**config.mk**
```make
export PLATFORM = sky130hd
export DESIGN_NAME = eth_tx_frame_sequencer
export DESIGN_NICKNAME = d
export VERILOG_FILES = /design/src/rtl/eth_tx_frame_sequencer.sv
export SDC_FILE = /design/constraint.sdc
export NUM_CORES = 1
export LEC_CHECK = 0
export ABC_AREA = 1
export BUFFER_PORTS_ARGS = -buffer_cell sky130_fd_sc_hd__buf_2
export CAP_MARGIN = 20
export CORE_MARGIN = 3
export CORE_UTILIZATION = 45
export CTS_CLUSTER_SIZE = 28
export DETAILED_ROUTE_END_ITERATION = 6
export PLACE_DENSITY_LB_ADDON = 0.25
export SYNTH_ARGS = -nofsm -noshare
export SYNTH_HDL_FRONTEND = slang
export SYNTH_SLANG_ARGS = --single-unit
```
**constraint.sdc**
```tcl
create_clock -name clk -period 1.7 [get_ports clk]
set_input_delay 0.085 -clock clk [delete_from_list [all_inputs] [get_ports clk]]
set_output_delay 0.085 -clock clk [all_outputs]
set_load 0.02 [all_outputs]
```
**src/rtl/eth_tx_frame_sequencer.sv**
```systemverilog
// Frame sequencer for the UDP/IPv4 transmit path: round-robin source arbitration,
// header/payload segment sequencing, byte-stream merge, inter-frame gap and stall abort.
module eth_tx_frame_sequencer #(
    parameter int unsigned NUM_SRC     = 2,
    parameter int unsigned ETH_HDR_LEN = 14,
    parameter int unsigned IP_HDR_LEN  = 20,
    parameter int unsigned UDP_HDR_LEN = 8,
    parameter int unsigned PAYLOAD_LEN = 18,
    parameter int unsigned IFG_CYCLES  = 12,
    parameter int unsigned TIMEOUT     = 64
) (
    input  logic                   clk,
    input  logic                   rst,
    input  logic [NUM_SRC-1:0]     req_i,
    output logic [NUM_SRC-1:0]     grant_o,
    output logic                   eth_start_o,
    input  logic [7:0]             eth_data_i,
    input  logic                   eth_valid_i,
    output logic                   ip_start_o,
    input  logic [7:0]             ip_data_i,
    input  logic                   ip_valid_i,
    output logic                   udp_start_o,
    input  logic [7:0]             udp_data_i,
    input  logic                   udp_valid_i,
    output logic [NUM_SRC-1:0]     pay_start_o,
    input  logic [8*NUM_SRC-1:0]   pay_data_i,
    input  logic [NUM_SRC-1:0]     pay_valid_i,
    output logic [7:0]             tx_data_o,
    output logic                   tx_valid_o,
    output logic                   tx_sof_o,
    output logic                   tx_eof_o,
    output logic                   err_timeout_o,
    output logic [15:0]            frames_sent_o
);

    localparam int unsigned SRC_W  = (NUM_SRC > 1) ? $clog2(NUM_SRC) : 1;
    localparam int unsigned SUM_W  = SRC_W + 1;
    localparam int unsigned BYTE_W = $clog2(ETH_HDR_LEN + IP_HDR_LEN + UDP_HDR_LEN + PAYLOAD_LEN + 1);
    localparam int unsigned TO_W   = $clog2(TIMEOUT + 1);
    localparam int unsigned IFG_W  = $clog2(IFG_CYCLES + 1);

    typedef enum logic [2:0] {
        S_IDLE,
        S_ETH,
        S_IP,
        S_UDP,
        S_PAY,
        S_IFG
    } state_e;

    state_e               state_q, state_d;
    logic [NUM_SRC-1:0]   grant_q, grant_d;
    logic [SRC_W-1:0]     ptr_q, ptr_d;
    logic [BYTE_W-1:0]    byte_cnt_q, byte_cnt_d;
    logic [TO_W-1:0]      to_cnt_q, to_cnt_d;
    logic [IFG_W-1:0]     ifg_cnt_q, ifg_cnt_d;
    logic                 eth_start_q, eth_start_d;
    logic                 ip_start_q, ip_start_d;
    logic                 udp_start_q, udp_start_d;
    logic [NUM_SRC-1:0]   pay_start_q, pay_start_d;
    logic [7:0]           tx_data_q, tx_data_d;
    logic                 tx_valid_q, tx_valid_d;
    logic                 tx_sof_q, tx_sof_d;
    logic                 tx_eof_q, tx_eof_d;
    logic                 err_q, err_d;
    logic [15:0]          frames_q, frames_d;

    logic                 arb_found_c;
    logic [SRC_W-1:0]     arb_idx_c;
    logic [SUM_W-1:0]     arb_sum_c;
    logic                 seg_valid_c;
    logic [7:0]           seg_data_c;
    logic [BYTE_W-1:0]    seg_last_c;

    // Round-robin: first requester strictly after the pointer, wrapping.
    always_comb begin
        arb_found_c = 1'b0;
        arb_idx_c   = '0;
        arb_sum_c   = '0;
        for (int unsigned i = 1; i <= NUM_SRC; i++) begin
            arb_sum_c = SUM_W'(ptr_q) + SUM_W'(i);
            if (arb_sum_c >= SUM_W'(NUM_SRC)) begin
                arb_sum_c = arb_sum_c - SUM_W'(NUM_SRC);
            end
            if (!arb_found_c && req_i[arb_sum_c[SRC_W-1:0]]) begin
                arb_found_c = 1'b1;
                arb_idx_c   = arb_sum_c[SRC_W-1:0];
            end
        end
    end

    // Active segment byte source; ptr_q holds the granted source during a frame.
    always_comb begin
        seg_valid_c = 1'b0;
        seg_data_c  = '0;
        seg_last_c  = '0;
        case (state_q)
            S_ETH: begin
                seg_valid_c = eth_valid_i;
                seg_data_c  = eth_data_i;
                seg_last_c  = BYTE_W'(ETH_HDR_LEN - 1);
            end
            S_IP: begin
                seg_valid_c = ip_valid_i;
                seg_data_c  = ip_data_i;
                seg_last_c  = BYTE_W'(IP_HDR_LEN - 1);
            end
            S_UDP: begin
                seg_valid_c = udp_valid_i;
                seg_data_c  = udp_data_i;
                seg_last_c  = BYTE_W'(UDP_HDR_LEN - 1);
            end
            S_PAY: begin
                seg_last_c = BYTE_W'(PAYLOAD_LEN - 1);
                for (int unsigned s = 0; s < NUM_SRC; s++) begin
                    if (ptr_q == SRC_W'(s)) begin
                        seg_valid_c = pay_valid_i[s];
                        seg_data_c  = pay_data_i[8*s +: 8];
                    end
                end
            end
            default: ;
        endcase
    end

    // Next-state and registered-output logic.
    always_comb begin
        state_d     = state_q;
        grant_d     = grant_q;
        ptr_d       = ptr_q;
        byte_cnt_d  = byte_cnt_q;
        to_cnt_d    = to_cnt_q;
        ifg_cnt_d   = ifg_cnt_q;
        eth_start_d = 1'b0;
        ip_start_d  = 1'b0;
        udp_start_d = 1'b0;
        pay_start_d = '0;
        tx_data_d   = tx_data_q;
        tx_valid_d  = 1'b0;
        tx_sof_d    = 1'b0;
        tx_eof_d    = 1'b0;
        err_d       = 1'b0;
        frames_d    = frames_q;
        case (state_q)
            S_IDLE: begin
                if (arb_found_c) begin
                    state_d     = S_ETH;
                    ptr_d       = arb_idx_c;
                    grant_d     = NUM_SRC'(1) << arb_idx_c;
                    eth_start_d = 1'b1;
                    byte_cnt_d  = '0;
                    to_cnt_d    = '0;
                end
            end
            S_ETH, S_IP, S_UDP, S_PAY: begin
                if (seg_valid_c) begin
                    tx_valid_d = 1'b1;
                    tx_data_d  = seg_data_c;
                    tx_sof_d   = (state_q == S_ETH) && (byte_cnt_q == '0);
                    to_cnt_d   = '0;
                    if (byte_cnt_q == seg_last_c) begin
                        byte_cnt_d = '0;
                        case (state_q)
                            S_ETH: begin
                                state_d    = S_IP;
                                ip_start_d = 1'b1;
                            end
                            S_IP: begin
                                state_d     = S_UDP;
                                udp_start_d = 1'b1;
                            end
                            S_UDP: begin
                                state_d     = S_PAY;
                                pay_start_d = grant_q;
                            end
                            default: begin
                                state_d   = S_IFG;
                                grant_d   = '0;
                                ifg_cnt_d = '0;
                                tx_eof_d  = 1'b1;
                                frames_d  = frames_q + 16'd1;
                            end
                        endcase
                    end else begin
                        byte_cnt_d = byte_cnt_q + BYTE_W'(1);
                    end
                end else if (to_cnt_q == TO_W'(TIMEOUT - 1)) begin
                    // Stalled generator: drop the frame, still observe the gap.
                    err_d      = 1'b1;
                    state_d    = S_IFG;
                    grant_d    = '0;
                    byte_cnt_d = '0;
                    to_cnt_d   = '0;
                    ifg_cnt_d  = '0;
                end else begin
                    to_cnt_d = to_cnt_q + TO_W'(1);
                end
            end
            S_IFG: begin
                if (ifg_cnt_q == IFG_W'(IFG_CYCLES - 1)) begin
                    state_d   = S_IDLE;
                    ifg_cnt_d = '0;
                end else begin
                    ifg_cnt_d = ifg_cnt_q + IFG_W'(1);
                end
            end
            default: state_d = S_IDLE;
        endcase
    end

    always_ff @(posedge clk) begin
        if (rst) begin
            state_q     <= S_IDLE;
            grant_q     <= '0;
            ptr_q       <= SRC_W'(NUM_SRC - 1);
            byte_cnt_q  <= '0;
            to_cnt_q    <= '0;
            ifg_cnt_q   <= '0;
            eth_start_q <= 1'b0;
            ip_start_q  <= 1'b0;
            udp_start_q <= 1'b0;
            pay_start_q <= '0;
            tx_data_q   <= '0;
            tx_valid_q  <= 1'b0;
            tx_sof_q    <= 1'b0;
            tx_eof_q    <= 1'b0;
            err_q       <= 1'b0;
            frames_q    <= '0;
        end else begin
            state_q     <= state_d;
            grant_q     <= grant_d;
            ptr_q       <= ptr_d;
            byte_cnt_q  <= byte_cnt_d;
            to_cnt_q    <= to_cnt_d;
            ifg_cnt_q   <= ifg_cnt_d;
            eth_start_q <= eth_start_d;
            ip_start_q  <= ip_start_d;
            udp_start_q <= udp_start_d;
            pay_start_q <= pay_start_d;
            tx_data_q   <= tx_data_d;
            tx_valid_q  <= tx_valid_d;
            tx_sof_q    <= tx_sof_d;
            tx_eof_q    <= tx_eof_d;
            err_q       <= err_d;
            frames_q    <= frames_d;
        end
    end

    assign grant_o       = grant_q;
    assign eth_start_o   = eth_start_q;
    assign ip_start_o    = ip_start_q;
    assign udp_start_o   = udp_start_q;
    assign pay_start_o   = pay_start_q;
    assign tx_data_o     = tx_data_q;
    assign tx_valid_o    = tx_valid_q;
    assign tx_sof_o      = tx_sof_q;
    assign tx_eof_o      = tx_eof_q;
    assign err_timeout_o = err_q;
    assign frames_sent_o = frames_q;

endmodule

```
==> key figures <==
Detailed routing
  – Routed vias: between 3000 and 4000
  – 1st-iter DRT viols: 134
  – DR pass1 iterations: 4
  – Avg Vias per Cell: approximately 5.2
  – Detail-routed net length per standard cell: roughly 13 microns
  – Antenna viol nets, final: 0
  – DRC: 0
  – Final WL: 8210 microns

Clock tree
  – TritonCTS Buffers: 5
  – Clock Latency Late Sink: 0.31 ns
  – H-tree lvl count: 2
  – Hold bufs inserted after CTS: 0
  – Worst-path clk slew: 0.10 ns
  – Root Driver: clkbuf_8
  – Clock buffer depth: 2
  – CTS tree: done
  – Clock Sink Count: 56

Yosys
  – Synth Flop Type: dfxtp_1
  – Post-synth top area cell: dfxtp_1
  – Mapped Cells: 429
  – Synth warnings: 0
  – Largest cells by area after synthesis: dfxtp_1 37%, nand2_1 13%, a21oi_1 6.5%, nor2_1 5.7%, inv_1 4.1%
  – Post-Syn Area: 3010 sq um
  – Synth Register Bits: 56
  – Synth Area per Inst: 7.01 sq um
  – Post-synth top area share: 37.3%
  – Post-synth EDFFs: 0
  – Post-synthesis sequential area ratio: between 30% and 40%
  – Cell variety after synth: 40
  – Net count after synthesis: 483
  – Async S/R FF share, synth: 0%

Job
  – Max cap viols: 0

Global route
  – Total track usage: 21.4%
  – First-pass GRT wire length: 13500 microns
  – Initial antenna violation count: 0
  – Largest net degree at the start of global routing: 21
  – Vias in the first global route: about 3100
  – Overflow after GRT: 0

Worst setup path
  – Worst path cell trace: inv_8 > nand2_2 > nand2_1 > nand2_1 > nor2_1 > nand2_1 > nor2_2 > nand2_2 > nor2_4 > inv_4 > o21bai_1 > nand2_1 > nor2_1
  – Worst path required time: 1.95 ns
  – CP delay by family, top: simple AND/OR/NAND/NOR gates
  – Peak per-stage delay on the critical path: 0.39 ns
  – CP arrival: 1.98 ns
  – Crit-path max FO: 7
  – CP most frequent cell: nand2_1
  – Crit. End Element: register
  – Slowest cell on crit path: dfxtp_4
  – WP buf/inv: 2
  – Startpoint type of the worst setup path: register
  – CP Class: register to register

Final layout
  – # nets final: 598
  – Share of cells above drive strength 1: about a third
  – Filler cells: 597
  – Commonest non-fill, non-tap cell in the layout: nand2_1
  – Area of the multi-input gates: ~1800 sq um
  – Most frequent cells in the layout: 99 x nand2_1, 83 x buf_2, 50 x dfxtp_1
  – Register area: 1140 sq um
  – Util after Layout: 61.3%
  – Area Overhead vs Synth: 30.8%
  – Antenna Cells: 0

Die
  – Core Area: between 6000 and 7000 sq um
  – Die Wd: 87.8 microns
  – Die ar.: 7700 sq um
  – Top Ports: 84
  – FP Rows: 29
  – Starting Density: a little under half
  – Die height: 87.8 microns

Placement
  – HPWL Detailed: about 6200 microns
  – Pre-CTS WS: -0.0215 ns
  – Port Buf Inserts: 83
  – GPL Wtd Cong: 0.904

Timing
  – Final hold viol count: 0
  – Setup TNS: -0.0743 ns
  – Final setup fails: 4
  – Min Hold Slack: 0.00889 ns
  – Fin crit period: 1.73 ns
  – F_max: 577 MHz
  – Final Skew: between 0.01 and 0.015 ns
  – Tightest Pin Transition: 0.294 ns
  – Slew Limit Fails: 0
  – Tcrit/Tclk final: 102%
  – Fin worst setup slack: -0.0346 ns
  – Max-slew headroom: between 80% and 90%
  – RSZ-0062 raised after global routing: yes

Outcome
  – Outcome: complete, but fails checks
  – Failing checks: setup timing

Power
  – Lkg Pwr: 1.75 nW
  – Worst vdd ir: 0.000657 V
  – Total power: 0.00501 W
  – Pwr/cell area: 1270 nW/um^2

Hold path
  – Hold WC Path Type: input port to register
## cell usage after synthesis (2+ instances only)
library cell	instances
a21oi_1	39
a22oi_1	4
a31oi_1	4
a41oi_1	3
buf_1	2
buf_6	2
clkbuf_1	4
dfxtp_1	56
ha_1	5
inv_1	33
inv_2	9
nand2_1	103
nand2_2	9
nand3_1	22
nand3_2	4
nand4_1	14
nor2_1	46
nor2_4	3
nor3_1	9
nor3b_1	2
nor4_1	3
o21ai_0	19
o21ai_1	2
o31a_1	3
xnor2_1	4
xor2_1	11
## sequential cells by signal, summed over array words and instances, names as in the netlist
register       count
frames_sent_o     16
tx_data_o          8
to_cnt_q           7
byte_cnt_q         6
ifg_cnt_q          4
state_q            3
grant_o            2
pay_start_o        2
err_timeout_o      1
eth_start_o        1
ip_start_o         1
ptr_q              1
tx_eof_o           1
tx_sof_o           1
tx_valid_o         1
udp_start_o        1
## metal layers
metal  part of all wire [%]  GRT usage [%]
met1                     46           27.6
met2                     49           37.3
met3                    4.2           3.39
met4                    1.5           5.16
met5                      0              0
## final cells by class
class / instances / share of cell area, %
Clock buffer: 6 / 1.84
Clock inverter: 1 / 0.127
Multi-Input combinational cell: 320 / 44.9
Inverter: 43 / 4.55
Sequential cell: 56 / 28.9
Timing Repair Buffer: 118 / 17.3
Tap cell: 77 / 2.45
## report_power, final
part	switching, W	internal, W
sequential	0.000176	0.00152
combinational	0.00162	0.00100
clock	0.000409	0.000282
## per-stage QoR
| step | area [sq um] | instances |
|---|---|---|
| after detailed placement | 3680 | 608 |
| after CTS | 3760 | 615 |
| after floorplan | 3010 | 429 |
| after global routing | 3940 | 621 |
| after global placement | 3680 | 608 |
| final | 3940 | 621 |
## what timing repair did
action / CTS / global route
gates resized for setup: 2 / 40
pin swaps: 0 / 12
setup endpoints to repair: 13 / 44
hold endpoints to repair: 0 / 0
buffers inserted: 0 / 6
## worst min-delay path: cells and delay by family
family          cells  cell delay (ns)
simple gates        1             0.07
buf+inv             1             0.07
compound gates      1             0.06
## logic make-up (layout without fill, tap and decap cells)
group	count (synthesis)	in the layout	synth area share, %
AO/OA/AOI/OAI	80	80	15.1
multiplexers	1	1	0.333
AND/OR/NAND/NOR	219	219	33.5
buffers and inverters	53	168	7.36
adder cells (fa/ha/maj)	5	5	2.08
XOR/XNOR	15	15	4.37
flip-flops	56	56	37.3
## final timing paths
check	from	end	slack, ns	cells past startpoint
worst max register to register	state_q[2]	frames_sent_o[8]	-0.03	13
worst max-delay path	state_q[2]	frames_sent_o[8]	-0.03	13
worst min register to register	to_cnt_q[6]	to_cnt_q[6]	0.47	2
worst min-delay path	udp_data_i[6]	tx_data_o[6]	0.009	3
(Power assumes the default switching activity.)
